<file path="src/rtl/bcd_to_binary_seq_pkg.sv">
// Shared definitions for the sequential BCD-to-binary converter:
// FSM state encoding and the reverse double-dabble correction constants.
`timescale 1ns/1ps
package bcd_to_binary_seq_pkg;

    typedef enum logic [1:0] {
        IDLE  = 2'd0,
        SHIFT = 2'd1,
        DONE  = 2'd2
    } state_t;

    localparam logic [3:0] ADJ_THRESH    = 4'd8;
    localparam logic [3:0] ADJ_VAL       = 4'd3;
    localparam logic [3:0] BCD_MAX_DIGIT = 4'd9;

endpackage

</file>
<file path="src/rtl/bcd_digit_adjust.sv">
// Combinational reverse double-dabble cell: a shifted BCD nibble of 8 or more
// had a ten's weight carried into it, so pulling 3 restores a valid digit.
`timescale 1ns/1ps
module bcd_digit_adjust
    import bcd_to_binary_seq_pkg::*;
(
    input  logic [3:0] digit,
    output logic [3:0] result
);

    assign result = (digit >= ADJ_THRESH) ? (digit - ADJ_VAL) : digit;

endmodule

</file>
<file path="src/rtl/bcd_to_binary_seq.sv">
// Sequential BCD-to-binary converter using reverse double-dabble, one shift
// plus per-digit correction per clock, behind a start/busy/done handshake.
`timescale 1ns/1ps
module bcd_to_binary_seq
    import bcd_to_binary_seq_pkg::*;
#(
    parameter int DIGITS = 4,
    parameter int BIN_W  = 16
) (
    input  logic                  clk,
    input  logic                  reset,
    input  logic                  start,
    input  logic [4*DIGITS-1:0]   bcd_in,
    output logic [BIN_W-1:0]      bin_out,
    output logic                  busy,
    output logic                  done,
    output logic                  err
);

    localparam int CNT_W = (BIN_W > 1) ? $clog2(BIN_W) : 1;
    localparam logic [CNT_W-1:0] LAST_CNT = CNT_W'(BIN_W - 1);

    state_t                state;
    logic [4*DIGITS-1:0]   bcd_reg;
    logic [BIN_W-1:0]      bin_reg;
    logic [CNT_W-1:0]      cnt;

    logic [4*DIGITS-1:0]   shifted_bcd;
    logic [4*DIGITS-1:0]   adjusted_bcd;
    logic [BIN_W-1:0]      shifted_bin;
    logic                  bad_digit;

    // The BCD LSB falls into the binary MSB; zero fills the top of the BCD side.
    assign shifted_bcd = {1'b0, bcd_reg[4*DIGITS-1:1]};
    assign shifted_bin = {bcd_reg[0], bin_reg[BIN_W-1:1]};

    for (genvar g = 0; g < DIGITS; g++) begin : g_adj
        bcd_digit_adjust u_adj (
            .digit  (shifted_bcd[4*g +: 4]),
            .result (adjusted_bcd[4*g +: 4])
        );
    end

    always_comb begin
        bad_digit = 1'b0;
        for (int i = 0; i < DIGITS; i++) begin
            if (bcd_in[4*i +: 4] > BCD_MAX_DIGIT) begin
                bad_digit = 1'b1;
            end
        end
    end

    always_ff @(posedge clk) begin
        if (reset) begin
            state   <= IDLE;
            bcd_reg <= '0;
            bin_reg <= '0;
            cnt     <= '0;
            bin_out <= '0;
            busy    <= 1'b0;
            done    <= 1'b0;
            err     <= 1'b0;
        end else begin
            done <= 1'b0;
            case (state)
                IDLE: begin
                    if (start) begin
                        if (bad_digit) begin
                            state   <= DONE;
                            bin_out <= '0;
                            err     <= 1'b1;
                            done    <= 1'b1;
                        end else begin
                            state   <= SHIFT;
                            bcd_reg <= bcd_in;
                            bin_reg <= '0;
                            cnt     <= '0;
                            busy    <= 1'b1;
                        end
                    end
                end
                SHIFT: begin
                    bcd_reg <= adjusted_bcd;
                    bin_reg <= shifted_bin;
                    cnt     <= cnt + CNT_W'(1);
                    // The final shift's result goes straight to the output register.
                    if (cnt == LAST_CNT) begin
                        state   <= DONE;
                        cnt     <= '0;
                        bin_out <= shifted_bin;
                        err     <= 1'b0;
                        done    <= 1'b1;
                        busy    <= 1'b0;
                    end
                end
                DONE: begin
                    state <= IDLE;
                end
                default: begin
                    state <= IDLE;
                end
            endcase
        end
    end

endmodule

</file>
<file path="config.mk">
export PLATFORM = sky130hd
export DESIGN_NAME = bcd_to_binary_seq
export DESIGN_NICKNAME = d
export VERILOG_FILES = /design/src/rtl/bcd_to_binary_seq_pkg.sv /design/src/rtl/bcd_digit_adjust.sv /design/src/rtl/bcd_to_binary_seq.sv
export SDC_FILE = /design/constraint.sdc
export NUM_CORES = 1
export LEC_CHECK = 0
export CAP_MARGIN = 20
export CORE_MARGIN = 2
export CORE_UTILIZATION = 58
export CTS_CLUSTER_SIZE = 40
export DETAILED_ROUTE_END_ITERATION = 10
export PLACE_DENSITY = 0.85
export SETUP_SLACK_MARGIN = 0.15
export SLEW_MARGIN = 15
export SYNTH_ARGS = -nofsm -noshare
export SYNTH_HDL_FRONTEND = slang
export SYNTH_SLANG_ARGS = --single-unit
</file>
<file path="constraint.sdc">
create_clock -name clk -period 4.3 [get_ports clk]
set_clock_uncertainty 0.2 [all_clocks]
set_input_delay 0.43 -clock clk [delete_from_list [all_inputs] [get_ports clk]]
set_output_delay 0.43 -clock clk [all_outputs]
set_load 0.02 [all_outputs]
</file>
### Yosys cells after proc, flatten, opt, wreduce, memory -nomap -nowiden

Index checks and enable logic that the tools add are counted.

* add/subtract/negate cells: 5
* magnitude comparators: 8
* equality and inequality tests: 6
* multiplexer cells: 37
* reductions and logical operators: 6

Operators by type and width (number)
* $mux 16: 7
* $pmux 16 s2: 3
* $mux 4: 7
* $gt 4x4->1 const B: 4
* $ge 4x4->1 const B: 3
* $mux 1: 12
* $sub 4x2->4 const B: 3
* $ne 2x2->1 const B: 4
* $pmux 4 s2: 1
* $reduce_and 4->1: 2
* $mux 2: 3
* $pmux 1 s2: 3
* $add 4x1->4 const B: 1
* $eq 4x4->1 const B: 1
* $ge 3x4->1 const B: 1
* $pmux 2 s2: 1
* $sub 3x2->4 const B: 1
* $reduce_and 3->1: 1
* $eq 2x1->1 const B: 1
* $logic_not 2->1: 1
* $reduce_and 2->1: 1
* $reduce_bool 2->1: 1

* register bits after elaboration: 57
* input bits: 19
* output and inout port bits: 19
* word-level logic and storage cells: 70

### Depth between registers and ports, before layout

* depth after elaboration: 8
* depth in mapped cells: 8
* mapped depth without buffers: 6

### Cells and area by module

From an unflattened synthesis, not the netlist that was laid out.

* cell total of the unflattened synthesis: 291
* area, all modules: 2650.0 µm²

Modules (own cells, without submodules)
* bcd_to_binary_seq: instances 1, cells an instance 247, area each 2344.7 µm²
* bcd_digit_adjust: instances 4, cells an instance 11, area each 76.3 µm²

### Worst setup path before layout

Ideal clock, no wire load.

* path kind: register -> register
* from: reg cnt[0]
* to: reg bin_out[0]
* arrival time: 1566 ps
* required time: 4019 ps
* path slack: 2453 ps
* cell stages (with the launch flop): 9
* path buffers: 3
* period minus slack after synthesis: 1847 ps
* cells stage by stage: dfxtp_1 > ha_1 > and3_1 > and2_4 > buf_6 > a21o_1 > buf_6 > buf_12 > a211oi_2

* cells in the longest elaborated chain, start to end: 3

RTL lines
* from (decl): line bcd_to_binary_seq.sv:26 `logic [CNT_W-1:0] cnt;`
* from (signal assigned): line bcd_to_binary_seq.sv:85 `cnt <= cnt + CNT_W'(1);`
* $eq 4x4->1: line bcd_to_binary_seq.sv:87 `if (cnt == LAST_CNT) begin`
* $ne 2x2->1 (no source line)
* $reduce_and 4->1 (no source line)
* to (signal assigned): line bcd_to_binary_seq.sv:90 `bin_out <= shifted_bin;`
* to (decl): line bcd_to_binary_seq.sv:14 `output logic [BIN_W-1:0] bin_out,`

No other way between the ends.
A chain may end at the register's enable or synchronous reset.

### Worst setup path after layout

* from: reg state[1]
* to: reg bin_out[6]

* cells in the longest elaborated chain, start to end: 3

RTL lines
* from (decl): line bcd_to_binary_seq.sv:23 `state_t state;`
* from (signal assigned): line bcd_to_binary_seq.sv:55 `state <= IDLE;`
* from (signal assigned): line bcd_to_binary_seq.sv:69 `state <= DONE;`
* from (signal assigned): line bcd_to_binary_seq.sv:74 `state <= SHIFT;`
* $eq 2x1->1 or $logic_not 2->1 (tied branches): line bcd_to_binary_seq.sv:65 `case (state)`
* $ne 2x2->1 (no source line) or $reduce_bool 2->1 (tied branches)
* $reduce_and 4->1 (no source line)

Parallel ways exist; a longest one is shown, timed or not.

==> impl_metrics.py <==
metrics = {
    "status": {
        "status": "finished clean",
    },
    "job": {
        "drv_cap": 0,
    },
    "synthesis": {
        "syn_area_um2": 2580,
        "avgSynthCellArea_um2": 9.41,
        "yosys_most_used_dff": "dfxtp_1",
        "synthCells": 274,
        "synthArstFlopShare_pct": 0,
        "ys_seq_area_share_pct": 43.5,
        "synth_cell_types": 37,
        "synth-edff-count": 0,
        "synth_nets": 300,
        "ys_ff_latch": 56,
        "ys_warn_count": 0,
    },
    "layout": {
        "multi_input_area_um2": 1290,
        "syn_to_final_growth_pct": 15.6,
        "final_area_um2": 2980,
        "final_nets": 324,
        "n_antenna_cell": 0,
        "fillers": 361,
        "fin_util_pct": 69.0,
        "seqCellArea_um2": 1120,
        "drive_above_1_share_pct": 8.36,
    },
    "worst_setup_path": {
        "crit_chain": "nand2b_1, nor2_2, a21oi_1, a211oi_1",
        "slowest_delay_ns": 0.75,
        "crit_type": "reg -> reg",
        "setup.worst_path.start_class": "flip-flop",
        "cp_max_fo": 24,
        "arrival_ns": 2.80,
        "cp_slowest_cell": "nor2_2",
        "required_ns": 4.32,
        "cp-end-kind": "flip-flop",
    },
    "routing": {
        "first_pass_iters": 4,
        "via_per_inst": 6.37,
        "drc": 0,
        "route.met2.wl_um": 2870,
        "first_iter_violations": 162,
        "highest_layer": "met4",
        "dr_wl_met3_um": 377,
        "wirelength_um": 5830,
        "routedWlPerCell_um": 16.6,
        "drt-met1-wl_um": 2520,
        "via_count": 2235,
        "ant_nets": 0,
    },
    "floorplanning": {
        "start_util_pct": 59.6,
        "die_y_um": 70.7,
        "core_area_um2": 4320,
        "die_w_um": 70.7,
        "die-area_um2": 5000,
        "std_cell_rows": 24,
        "ioPinCount": 38,
    },
    "place": {
        "gp_congestion": 0.858,
        "dp_hpwl_um": 3720,
        "place_area_um2": 2890,
        "portBuffers": 37,
    },
    "sta": {
        "tns_ns": 0,
        "fmax_mhz": 359,
        "hold_viol": 0,
        "drv_slew": 0,
        "worstMarginPinSlew_ns": 0.910,
        "slew_headroom_pct": 39.3,
        "setup_viol": 0,
        "fin_crit_sh_pct": 64.8,
        "min_period_ns": 2.78,
        "rsz0062_at_grt": "no",
    },
    "cts": {
        "clkLatencyLatePin_ns": 0.31,
        "cts_tree": "done",
        "clock-sinks": 56,
        "clkTransAtPathRegs_ns": 0.10,
        "cts_htree_levels": 2,
        "cts_hold_buf": 0,
        "numCtsBuffers": 5,
        "cts_setup_buffers": 0,
        "root_buffer": "clkbuf_8",
        "cts_buffer_depth": 2,
        "cts_resized": 0,
    },
    "worst_hold_path": {
        "hold_class": "reg -> reg",
    },
    "grt": {
        "grt_usage_pct": 24.4,
        "grt_pass1_vias": 2065,
        "grt_pass1_wl_um": 9870,
        "antenna_found_initial": 0,
        "grt_max_degree": 42,
        "grt_overflow": 0,
    },
    "power_and_ir_drop": {
        "peakVddDrop_mv": 0.209,
        "finalPower_mw": 0.947,
        "powerDensity_nw_per_um2": 317,
        "leakage_nw": 0.998,
    },
}
[through the flow]
step	hold WS, ns	cells	setup slack, ns
3_3_place_gp	0.278	342	1.42
5_1_grt	0.334	351	1.34
2_1_floorplan	0.263	274	2.45
4_1_cts	0.307	350	1.54
3_5_place_dp	0.285	342	1.32
6_report	0.310	351	1.52
[synthesized netlist by cell type (3+ instances only)]
library cell | instances | area (um^2)
dfxtp_1 | 56 | 1120
a21oi_1 | 44 | 220
nand3_1 | 17 | 85.1
a22o_1 | 16 | 140
o21ai_0 | 12 | 60.1
a211oi_2 | 10 | 125
a311oi_1 | 9 | 78.8
a211oi_1 | 8 | 60.1
buf_2 | 8 | 40.0
clkbuf_1 | 8 | 30.0
nand2_1 | 8 | 30.0
ha_1 | 7 | 87.6
inv_1 | 7 | 26.3
nor2_1 | 7 | 26.3
a21o_1 | 6 | 45.0
nand2b_1 | 6 | 37.5
o221ai_1 | 6 | 52.6
xnor2_1 | 6 | 52.6
o211ai_1 | 4 | 30.0
o21ai_1 | 4 | 20.0
buf_4 | 3 | 22.5
nor2b_1 | 3 | 18.8
[routing by layer]
metal | vias up | track usage [%]
li1 | 1074 | -
met1 | 1073 | 33.3
met2 | 80 | 39.3
met3 | 8 | 5.56
met4 | 0 | 6.29
met5 | - | 0
[critical path: cells and delay by family, from the launching register on]
family / cells / cell delay, ns
and+or+nand+nor: 2 / 1.42
AOI/OAI and AO/OA: 2 / 0.47
DFF: 1 / 0.59
[where the power goes]
part | internal, mW | switching (mW) | total [mW]
Combinational | 0.0470 | 0.0655 | 0.113
Sequential | 0.531 | 0.0172 | 0.548
Clock | 0.116 | 0.170 | 0.286
[worst paths after layout]
check              startpoint          end  slack, ns  cells after the start
hold reg to reg   bcd_reg[15]  bcd_reg[14]       0.31                      2
setup / recovery     state[1]   bin_out[6]       1.52                      4
setup reg to reg     state[1]   bin_out[6]       1.52                      4
hold / removal    bcd_reg[15]  bcd_reg[14]       0.31                      2
[placed cells by master (no fill, tap or decap), drive strengths merged]
| cell type | n |
|---|---|
| nor2b | 3 |
| ha | 7 |
| clkinvlp | 1 |
| nor4 | 1 |
| nand3 | 17 |
| o221ai | 6 |
| and4 | 1 |
| a22o | 16 |
| a311oi | 9 |
| o21ai | 16 |
| nor3 | 2 |
| nor2 | 8 |
| xnor2 | 6 |
| and2 | 1 |
| clkinv | 1 |
| a211oi | 19 |
| clkbuf | 6 |
| and3 | 1 |
| a21o | 6 |
| nand2 | 8 |
| o211ai | 4 |
| inv | 7 |
| xor2 | 1 |
| nand2b | 6 |
| a22oi | 1 |
| nand4 | 2 |
| dfxtp | 56 |
| a21oi | 44 |
| nor3b | 3 |
| clkdlybuf4s50 | 36 |
| buf | 4 |
[layout make-up]
cell class,count,area share [%]
multi-input combinational,188,43.3
timing repair buffer,40,13.0
tap,52,2.18
sequential,56,37.6
clock inverter,2,0.546
clock buffer,6,2.43
inverter,7,0.881
[cell families after synthesis]
group,after synthesis,synth area share (%)
AO/OA/AOI/OAI,121,33.3
adder cells (fa/ha/maj),7,3.40
XOR/XNOR,7,2.38
flip-flops,56,43.5
buffers and inverters,30,6.40
AND/OR/NAND/NOR,53,11.0
(Power assumes the default switching activity.)
